[src/rtl/fft_pkg.sv]
// fft_pkg: shared constants and types for the radix-2 FFT control path.
//   FFT_N / FFT_LOG2N / FFT_BF_LAT : default transform length, log2 length,
//                                    and butterfly engine latency
//   FFT_AW / FFT_TW                : sample-RAM address and twiddle index widths
//   fft_state_e                    : stage sequencer FSM states
package fft_pkg;

  localparam int unsigned FFT_N      = 16;
  localparam int unsigned FFT_LOG2N  = 4;
  localparam int unsigned FFT_BF_LAT = 2;

  localparam int unsigned FFT_AW = FFT_LOG2N;
  localparam int unsigned FFT_TW = FFT_LOG2N - 1;

  typedef enum logic [1:0] {
    ST_IDLE,
    ST_RUN,
    ST_DRAIN,
    ST_DONE
  } fft_state_e;

endpackage

[src/rtl/fft_addr_gen.sv]
// fft_addr_gen: combinational radix-2 DIT butterfly address generator.
//   stage  in  LOG2N    stage index s
//   k      in  LOG2N-1  butterfly index within the stage
//   addr_a out LOG2N    upper-leg sample address
//   addr_b out LOG2N    lower-leg sample address (addr_a + span)
//   tw_idx out LOG2N-1  twiddle exponent for W_N
module fft_addr_gen
  import fft_pkg::*;
#(
  parameter int unsigned LOG2N = FFT_LOG2N
) (
  input  logic [LOG2N-1:0] stage,
  input  logic [LOG2N-2:0] k,
  output logic [LOG2N-1:0] addr_a,
  output logic [LOG2N-1:0] addr_b,
  output logic [LOG2N-2:0] tw_idx
);

  localparam int unsigned AW = LOG2N;
  localparam int unsigned TW = LOG2N - 1;

  logic [AW-1:0] k_ext;
  logic [AW-1:0] span;
  logic [AW-1:0] pos;
  logic [AW-1:0] grp;

  always_comb begin
    k_ext  = {1'b0, k};
    span   = AW'(1) << stage;
    pos    = k_ext & (span - AW'(1));
    grp    = k_ext >> stage;
    // Insert a zero at bit position s of k to get the upper leg.
    addr_a = (grp << (stage + AW'(1))) | pos;
    addr_b = addr_a + span;
    tw_idx = TW'(pos << (AW'(LOG2N - 1) - stage));
  end

endmodule

[src/rtl/fft_stage_sequencer.sv]
// fft_stage_sequencer: control FSM for an in-place radix-2 DIT FFT sharing one
// butterfly engine and one dual-port sample RAM.
//   clk, rst        clock, asynchronous active-high reset
//   new_input_flag  any level change requests a transform
//   rd_en/rd_addr_a/rd_addr_b/tw_idx   butterfly operand fetch
//   wr_en/wr_addr_a/wr_addr_b          write-back, fetch delayed by BF_LAT
//   stage, busy, done, overrun         status (all registered)
module fft_stage_sequencer
  import fft_pkg::*;
#(
  parameter int unsigned N      = FFT_N,
  parameter int unsigned LOG2N  = FFT_LOG2N,
  parameter int unsigned BF_LAT = FFT_BF_LAT
) (
  input  logic             clk,
  input  logic             rst,
  input  logic             new_input_flag,
  output logic             rd_en,
  output logic [LOG2N-1:0] rd_addr_a,
  output logic [LOG2N-1:0] rd_addr_b,
  output logic [LOG2N-2:0] tw_idx,
  output logic             wr_en,
  output logic [LOG2N-1:0] wr_addr_a,
  output logic [LOG2N-1:0] wr_addr_b,
  output logic [LOG2N-1:0] stage,
  output logic             busy,
  output logic             done,
  output logic             overrun
);

  localparam int unsigned KW = LOG2N - 1;
  localparam int unsigned DW = $clog2(BF_LAT + 1);
  localparam logic [KW-1:0]    K_LAST = KW'(N / 2 - 1);
  localparam logic [DW-1:0]    D_LAST = DW'(BF_LAT - 1);
  localparam logic [LOG2N-1:0] S_LAST = LOG2N'(LOG2N - 1);

  fft_state_e       state_q, state_d;
  logic [KW-1:0]    k_q, k_d;
  logic [LOG2N-1:0] stage_q, stage_d;
  logic [DW-1:0]    drain_q, drain_d;
  logic             flag_q;
  logic             start;

  logic             rd_en_q, rd_en_d;
  logic [LOG2N-1:0] rd_addr_a_q, rd_addr_a_d;
  logic [LOG2N-1:0] rd_addr_b_q, rd_addr_b_d;
  logic [KW-1:0]    tw_idx_q, tw_idx_d;
  logic             busy_q, busy_d;
  logic             done_q, done_d;
  logic             overrun_q, overrun_d;

  logic [BF_LAT-1:0] wr_en_pipe_q, wr_en_pipe_d;
  logic [LOG2N-1:0]  wr_a_pipe_q [BF_LAT];
  logic [LOG2N-1:0]  wr_a_pipe_d [BF_LAT];
  logic [LOG2N-1:0]  wr_b_pipe_q [BF_LAT];
  logic [LOG2N-1:0]  wr_b_pipe_d [BF_LAT];

  logic [LOG2N-1:0] gen_a;
  logic [LOG2N-1:0] gen_b;
  logic [KW-1:0]    gen_tw;

  assign start = new_input_flag ^ flag_q;

  // Addresses are generated from the next (stage,k) so the fetch outputs
  // can be registered without adding a cycle of latency.
  fft_addr_gen #(
    .LOG2N (LOG2N)
  ) u_addr_gen (
    .stage  (stage_d),
    .k      (k_d),
    .addr_a (gen_a),
    .addr_b (gen_b),
    .tw_idx (gen_tw)
  );

  always_comb begin
    state_d = state_q;
    k_d     = k_q;
    stage_d = stage_q;
    drain_d = drain_q;
    unique case (state_q)
      ST_IDLE: begin
        if (start) begin
          state_d = ST_RUN;
          k_d     = '0;
          stage_d = '0;
        end
      end
      ST_RUN: begin
        if (k_q == K_LAST) begin
          state_d = ST_DRAIN;
          drain_d = '0;
        end else begin
          k_d = k_q + 1'b1;
        end
      end
      ST_DRAIN: begin
        if (drain_q == D_LAST) begin
          if (stage_q == S_LAST) begin
            state_d = ST_DONE;
          end else begin
            state_d = ST_RUN;
            stage_d = stage_q + 1'b1;
            k_d     = '0;
          end
        end else begin
          drain_d = drain_q + 1'b1;
        end
      end
      ST_DONE: begin
        state_d = ST_IDLE;
        stage_d = '0;
      end
      default: state_d = ST_IDLE;
    endcase
  end

  always_comb begin
    rd_en_d     = (state_d == ST_RUN);
    rd_addr_a_d = rd_en_d ? gen_a : rd_addr_a_q;
    rd_addr_b_d = rd_en_d ? gen_b : rd_addr_b_q;
    if (rd_en_d)                tw_idx_d = gen_tw;
    else if (state_d == ST_IDLE) tw_idx_d = '0;
    else                        tw_idx_d = tw_idx_q;
    busy_d    = (state_d == ST_RUN) || (state_d == ST_DRAIN);
    done_d    = (state_d == ST_DONE);
    overrun_d = start && (state_q != ST_IDLE);

    wr_en_pipe_d   = {wr_en_pipe_q[BF_LAT-1:0], rd_en_q};
    wr_a_pipe_d[0] = rd_addr_a_q;
    wr_b_pipe_d[0] = rd_addr_b_q;
    for (int unsigned i = 1; i < BF_LAT; i++) begin
      wr_a_pipe_d[i] = wr_a_pipe_q[i-1];
      wr_b_pipe_d[i] = wr_b_pipe_q[i-1];
    end
  end

  always_ff @(posedge clk or posedge rst) begin
    if (rst) begin
      state_q      <= ST_IDLE;
      k_q          <= '0;
      stage_q      <= '0;
      drain_q      <= '0;
      flag_q       <= 1'b0;
      rd_en_q      <= 1'b0;
      rd_addr_a_q  <= '0;
      rd_addr_b_q  <= '0;
      tw_idx_q     <= '0;
      busy_q       <= 1'b0;
      done_q       <= 1'b0;
      overrun_q    <= 1'b0;
      wr_en_pipe_q <= '0;
      for (int unsigned i = 0; i < BF_LAT; i++) begin
        wr_a_pipe_q[i] <= '0;
        wr_b_pipe_q[i] <= '0;
      end
    end else begin
      state_q      <= state_d;
      k_q          <= k_d;
      stage_q      <= stage_d;
      drain_q      <= drain_d;
      flag_q       <= new_input_flag;
      rd_en_q      <= rd_en_d;
      rd_addr_a_q  <= rd_addr_a_d;
      rd_addr_b_q  <= rd_addr_b_d;
      tw_idx_q     <= tw_idx_d;
      busy_q       <= busy_d;
      done_q       <= done_d;
      overrun_q    <= overrun_d;
      wr_en_pipe_q <= wr_en_pipe_d;
      for (int unsigned i = 0; i < BF_LAT; i++) begin
        wr_a_pipe_q[i] <= wr_a_pipe_d[i];
        wr_b_pipe_q[i] <= wr_b_pipe_d[i];
      end
    end
  end

  assign rd_en     = rd_en_q;
  assign rd_addr_a = rd_addr_a_q;
  assign rd_addr_b = rd_addr_b_q;
  assign tw_idx    = tw_idx_q;
  assign wr_en     = wr_en_pipe_q[BF_LAT-1];
  assign wr_addr_a = wr_a_pipe_q[BF_LAT-1];
  assign wr_addr_b = wr_b_pipe_q[BF_LAT-1];
  assign stage     = stage_q;
  assign busy      = busy_q;
  assign done      = done_q;
  assign overrun   = overrun_q;

endmodule

[config.mk]
export PLATFORM = sky130hd
export DESIGN_NAME = fft_stage_sequencer
export DESIGN_NICKNAME = d
export VERILOG_FILES = /design/src/rtl/fft_pkg.sv /design/src/rtl/fft_addr_gen.sv /design/src/rtl/fft_stage_sequencer.sv
export SDC_FILE = /design/constraint.sdc
export NUM_CORES = 1
export LEC_CHECK = 0
export CAP_MARGIN = 20
export CORE_MARGIN = 4
export CORE_UTILIZATION = 50
export CTS_BUF_LIST = sky130_fd_sc_hd__clkbuf_4
export CTS_CLUSTER_SIZE = 30
export DETAILED_ROUTE_END_ITERATION = 7
export PLACE_DENSITY_LB_ADDON = 0.12
export SLEW_MARGIN = 30
export SYNTH_ARGS = -nofsm -noshare
export SYNTH_HDL_FRONTEND = slang
export SYNTH_SLANG_ARGS = --single-unit
[constraint.sdc]
create_clock -name clk -period 7.5 [get_ports clk]
set_input_delay 0.75 -clock clk [delete_from_list [all_inputs] [get_ports clk]]
set_output_delay 0.75 -clock clk [all_outputs]
set_load 0.05 [all_outputs]
After elaboration in Yosys (flattened, before gate mapping)
Cells that the tools add are included.

Add/sub/neg operators: 7. Equality and inequality tests: 11. Shift operators: 4. Mux-type cells: 19. Bitwise logic cells: 3. Reduce and logical (&&, ||, !) cells: 8.

Operators by type and width (number): $mux W3 (6); $mux W2 (6); $mux W4 (3); $pmux W4 S3 (1); $pmux W3 S3 (1); $add A4 B1 Y4 const B (2); $eq A2 B2 Y1 const B (4); $pmux W2 S4 (1); $eq A2 B1 Y1 const B (3); $reduce_bool A2 Y1 (3); $add A4 B4 Y4 (1); $and A3 B4 Y4 (1); $eq A4 B2 Y1 const B (1); $logic_not A2 Y1 (2); $ne A2 B2 Y1 const B (2); $or A4 B4 Y4 (1); $pmux W2 S2 (1); $shl A1 B4 Y4 const A (1); $shl A4 B4 Y3 (1); $shl A4 B4 Y4 (1); $shr A3 B4 Y4 (1); $sub A2 B4 Y4 const A (1); $sub A4 B1 Y4 const B (1); $add A3 B1 Y3 const B (1); 6 further kinds (6).

Register bits: 45. Bits of input ports: 3. Output and inout bits: 28.

Depth between registers and ports, before layout
Depth in word-level cells: 9. Gate-level depth with buffers: 19. Depth with buffers taken out: 17.

Cells and area by module
From an unflattened synthesis, not the netlist that was laid out.

Cells, all modules: 191. Area, all modules: 2215.9 µm².

Modules (own cells, without submodules): fft_stage_sequencer (instances 1, cells an instance 132, area each 1800.5 µm², sequential area each 1126.1 µm²); fft_addr_gen (instances 1, cells an instance 59, area each 415.4 µm², sequential area each 0.0 µm²).

Least setup slack after synthesis
Ideal clock, no wire load.

Path kind: register -> register. Start: register stage_q[0] (netlist: stage[0]). End: register rd_addr_b_q[3] (netlist: rd_addr_b[3]). Setup time: 0.095 ns. Arrival time: 3.943 ns. Required time: 7.405 ns. Slack: 3.462 ns. Stages on the path, launching flop included: 17. Path buffers: 1. Path through: dfrtp_1 > ha_1 > nor3b_2 > nor4_1 > a211o_1 > buf_4 > ha_1 > nand4b_1 > a2111oi_1 > a211oi_2 > inv_1 > ha_1 > a21o_1 > a21o_1 > and4_1 > o211a_1 > o31ai_1.

Longest elaborated chain between the ends: 9. Elaborated cells on any way between the ends: 21. Classes of those cells: add/sub (4); eq/ne (2); shift (3); mux (10); bitwise (2).

RTL lines: from (decl) (RTL line fft_stage_sequencer.sv:39) `logic [LOG2N-1:0] stage_q, stage_d;`; from (signal assigned) (RTL line fft_stage_sequencer.sv:160) `stage_q <= stage_d;`; $add A4 B1 Y4 / $eq A4 B2 Y1 (equally long branches) (RTL line fft_stage_sequencer.sv:103, fft_stage_sequencer.sv:99); $mux W4 (RTL line fft_stage_sequencer.sv:99) `if (stage_q == S_LAST) begin`; $mux W4 (RTL line fft_stage_sequencer.sv:98) `if (drain_q == D_LAST) begin`; $pmux W4 S3 * (RTL line fft_stage_sequencer.sv:81) `unique case (state_q)`; named net stage_d[0] (RTL line fft_stage_sequencer.sv:39); parallel branches: the longest is 3 deep, another holds $add A4 B1 Y4; $or A4 B4 Y4 * (RTL line fft_addr_gen.sv:33) `addr_a = (grp << (stage + AW'(1))) | pos;`; named net gen_a[1] (RTL line fft_stage_sequencer.sv:58) `logic [LOG2N-1:0] gen_a;`; $add A4 B4 Y4 * (RTL line fft_addr_gen.sv:34) `addr_b = addr_a + span;`; to (signal assigned) (RTL line fft_stage_sequencer.sv:165) `rd_addr_b_q <= rd_addr_b_d;`; to (decl) (RTL line fft_stage_sequencer.sv:46) `logic [LOG2N-1:0] rd_addr_b_q, rd_addr_b_d;`.

Mark *: on every way through the listed nets, which the timed path passes. A chain may end at the register's enable or synchronous reset.

Final worst setup path
Start: input port new_input_flag. End: register rd_addr_b_q[3] (netlist: rd_addr_b[3]).

Longest elaborated chain between the ends: 8. Elaborated cells on any way between the ends: 16. Classes of those cells: add/sub (3); eq/ne (1); shift (3); mux (6); bitwise (3).

RTL lines: from (decl) (RTL line fft_stage_sequencer.sv:17) `input logic new_input_flag,`; $xor A1 B1 Y1 * (RTL line fft_stage_sequencer.sv:62) `assign start = new_input_flag ^ flag_q;`; parallel branches: the longest is 5 deep, another holds $add A4 B1 Y4; $or A4 B4 Y4 * (RTL line fft_addr_gen.sv:33); named net gen_a[1] (RTL line fft_stage_sequencer.sv:58); $add A4 B4 Y4 * (RTL line fft_addr_gen.sv:34).

Marks and branches as above.

==> results.sh <==
export IMPL_post_cts_buffers=0
export IMPL_synth_simple_gate_area_share_pct=13.59
export IMPL_synth_avg_cell_area_um2=10.72
export IMPL_timing_hold_worst_class="reg2reg"
export IMPL_timing_critical_path_required_ps=7780
export IMPL_max_slew_margin_rel_pct=62.58
export IMPL_io_pins=31
export IMPL_grt_first_pass_wirelength_um=8459
export IMPL_numPlacedInstances=286
export IMPL_synth_adder_area_share_pct=6.180
export IMPL_finalCritPeriodShare_pct=57.87
export IMPL_synth_top_family_by_area="compound AO/OA/AOI/OAI gates"
export IMPL_timing_critical_path_from_type="input port"
export IMPL_cell_chosen_for_the_clock_root="sky130_fd_sc_hd__clkbuf_4"
export IMPL_route_final_wire_length_um=4853
export IMPL_yosys_area_top_type="sky130_fd_sc_hd__dfrtp_1"
export IMPL_maxClockFrequency_mhz=230.4
export IMPL_finClkSkew_ps=16.88
export IMPL_cts_max_path_buffers=2
export IMPL_synthDominantCellAreaShare_pct=47.95
export IMPL_worst_path_max_delay_cell="sky130_fd_sc_hd__clkdlybuf4s50_1"
export IMPL_multi_input_combinational_cell_area_mm2=0.001039
export IMPL_drt_iter0_markers=146
export IMPL_ctsHtreeMaxLevel=2
export IMPL_hold_viol=0
export IMPL_numCtsBuffers=5
export IMPL_mostFrequentLayoutCell="sky130_fd_sc_hd__dfrtp_1"
export IMPL_synth_mux_area_fraction_pct=2.930
export IMPL_drt_first_pass_iters=5
export IMPL_synth_area_in_compound_gates_pct=19.71
export IMPL_grt_total_usage_pct=17.96
export IMPL_rows=24
export IMPL_grt_antenna_before_repair=0
export IMPL_io_buffer_count=30
export IMPL_post_route_drc_count=0
export IMPL_timing_critical_path_cells="clkdlybuf4s50_1, xor2_1, a21oi_1, a211o_1, ha_1, nand4b_1, a2111oi_1, a211oi_2, inv_1, ha_1, a21o_1, a21o_1, and4_1, o211a_1, o31ai_1"
export IMPL_number_of_global_route_vias_before_repair=1753
export IMPL_run_status="completed"
export IMPL_cts_hold_buffers_added=0
export IMPL_hpwl_um=3474
export IMPL_post_cts_resize_count=0
export IMPL_synthXorXnorAreaFrac_pct=1.811
export IMPL_synth_warnings=0
export IMPL_stdcell_count=294
export IMPL_fin_setup_tns_ps=0
export IMPL_leakage_nw=1.116
export IMPL_slew_worst_pin_ps=558.6
export IMPL_timing_worst_setup_path_type="in2reg"
export IMPL_clock_tree_from_tritoncts="done"
export IMPL_antenna_cells_inserted=0
export IMPL_vdd_drop_max_uv=97.87
export IMPL_timing_critical_path_to_type="flop"
export IMPL_rsz0062_at_grt="no"
export IMPL_synth_top_cells_by_area="sky130_fd_sc_hd__dfrtp_1 (48%), sky130_fd_sc_hd__ha_1 (5.3%), sky130_fd_sc_hd__buf_4 (4.2%)"
export IMPL_finalWorstPathRequiredPeriod_ps=4340
export IMPL_synth_cell_type_count=62
export IMPL_synthesis_instances=219
export IMPL_globalplace_congestion=0.9518
export IMPL_design_core_area_mm2=0.004444
export IMPL_drive_gt1_share_pct=10.33
export IMPL_worst_setup_hold_path_clk_slew_ps=120
export IMPL_ys_seq_elements=45
export IMPL_insertion_delay_ps=370
export IMPL_vias=1776
export IMPL_layout_area_seq_mm2=0.001126
export IMPL_syn_nets=233
export IMPL_grt_max_degree=46
export IMPL_avgRoutedWirePerCell_um=16.51
export IMPL_power_per_cell_area_mw_per_mm2=141.9
export IMPL_num_nets_final=255
export IMPL_die_height_um=76.54
export IMPL_worst_path_max_fanout=13
export IMPL_drv_slew=0
export IMPL_final_antenna_net_count=0
export IMPL_fillers=385
export IMPL_cts_sinks=45
export IMPL_grt_remaining_overflow=0
export IMPL_sequential_cell_area_fraction_in_the_yosys_report_pct=47.95
export IMPL_report_final_setup_viol=0
export IMPL_synth_enable_flop_cells=0
export IMPL_syn_area_mm2=0.002349
export IMPL_async_reset_ff_share_pct=100.0
export IMPL_cp_arrival_ps=4620
export IMPL_maxCapViolations=0
export IMPL_synth_main_ff_cell="sky130_fd_sc_hd__dfrtp_1"
export IMPL_post_drt_via_cell_ratio=6.041
export IMPL_most_frequent_cells_in_the_layout="sky130_fd_sc_hd__dfrtp_1 (45), sky130_fd_sc_hd__clkdlybuf4s50_1 (30), sky130_fd_sc_hd__nor2_1 (13)"
export IMPL_floorplan_initialDensity_pct=52.84
export IMPL_flow_area_growth_from_synthesis_pct=13.43
export IMPL_die_w_um=76.54
export IMPL_dieArea_mm2=0.005858
export IMPL_worst_path_largest_cell_delay_ps=550
-- per-stage QoR --
stage	utilization, %	instance area [um2]	hold slack [ps]	setup WS [ps]	total power, mW
after detailed placement	58.59	2604	337.0	2786	0.2618
final	59.94	2664	363.1	3160	0.3780
after floorplan	-	2349	331.2	3462	0.2568
after global placement	58.59	2604	333.1	2964	0.2616
after global routing	59.94	2664	375.7	2850	0.3944
after CTS	59.94	2664	365.9	3141	0.3811
-- registers in the layout, summed over array words and instances (netlist names) --
register	flops
wr_b_pipe_d	4
done	1
wr_addr_a	4
busy	1
wr_a_pipe_d	4
overrun	1
tw_idx	3
k_q	3
stage	4
flag_q	1
rd_addr_a	4
rd_en	1
wr_addr_b	4
wr_en_pipe_q	2
drain_q	2
rd_addr_b	4
state_q	2
-- kinds of logic after synthesis --
| kind of cell | count (synthesis) |
|---|---|
| muxes | 6 |
| and+or+nand+nor | 56 |
| adders and majority gates | 11 |
| buffers and inverters | 33 |
| DFF | 45 |
| xor gates and xnor gates | 4 |
| AOI/OAI and AO/OA | 64 |
-- worst max-delay path, delay by kind of cell --
kind	cells	cell delay, ps
AO/OA/AOI/OAI	8	2030
buffers and inverters	2	630
adder cells (fa/ha/maj)	2	480
AND/OR/NAND/NOR	2	420
XOR/XNOR	1	310
-- metal layers --
layer | up-vias | global-route usage, % | part of all wire (%) | wire [um]
met2 | 64 | 27.42 | 44 | 2158
met3 | 8 | 4.610 | 8.0 | 387
met5 | - | 0 | 0 | 0
met1 | 855 | 24.18 | 46 | 2227
li1 | 849 | - | - | -
met4 | 0 | 7.609 | 1.6 | 79
-- path summary, 6_finish.rpt --
check                                          from                   endpoint  slack [ps]  depth (start not counted)
min in group asynchronous                       rst  wr_en_pipe_q[0]$_DFF_PP0_         800                          3
max in group asynchronous                       rst         stage[0]$_DFF_PP0_        6310                          3
max                                  new_input_flag   rd_addr_b[3]$_DFFE_PP0P_        3160                         15
max reg2reg                      stage[1]$_DFF_PP0_   rd_addr_b[3]$_DFFE_PP0P_        3270                         15
min reg2reg                wr_b_pipe_d[3]$_DFF_PP0_     wr_addr_b[3]$_DFF_PP0_         360                          0
min                        wr_b_pipe_d[3]$_DFF_PP0_     wr_addr_b[3]$_DFF_PP0_         360                          0
-- area by class of cell --
cell class | instances | area share (%)
clock buffers | 7 | 1.973
clock inverters | 1 | 0.2818
inverters | 17 | 2.489
multi-input cells | 141 | 38.99
flip-flops and latches | 45 | 42.27
well taps | 52 | 2.442
repair buffers | 31 | 11.55
-- Yosys cell counts, drive strengths merged, types with 2 or more instances --
cell	count
nand3	4
a311oi	2
a21oi	7
a31oi	5
and3b	2
buf	15
xnor2	3
nand2	12
o211ai	8
nor2	13
nand2b	2
and2	2
a221oi	3
dfrtp	45
nor2b	2
nand4	4
ha	10
a211oi	3
o21a	2
and4	2
mux2	4
inv	17
a21o	5
nor4	2
o21ai	15
nor3	2
a41oi	2
nor3b	3
mux2i	2
-- power breakdown --
| part | internal [mW] | total [mW] | leakage, nW | switching (mW) |
|---|---|---|---|---|
| Clock | 0.0443 | 0.121 | 0.0324 | 0.0771 |
| Sequential | 0.243 | 0.244 | 0.500 | 0.000464 |
| Combinational | 0.00335 | 0.0127 | 0.584 | 0.00937 |
Power figures use the tool's default switching activity.
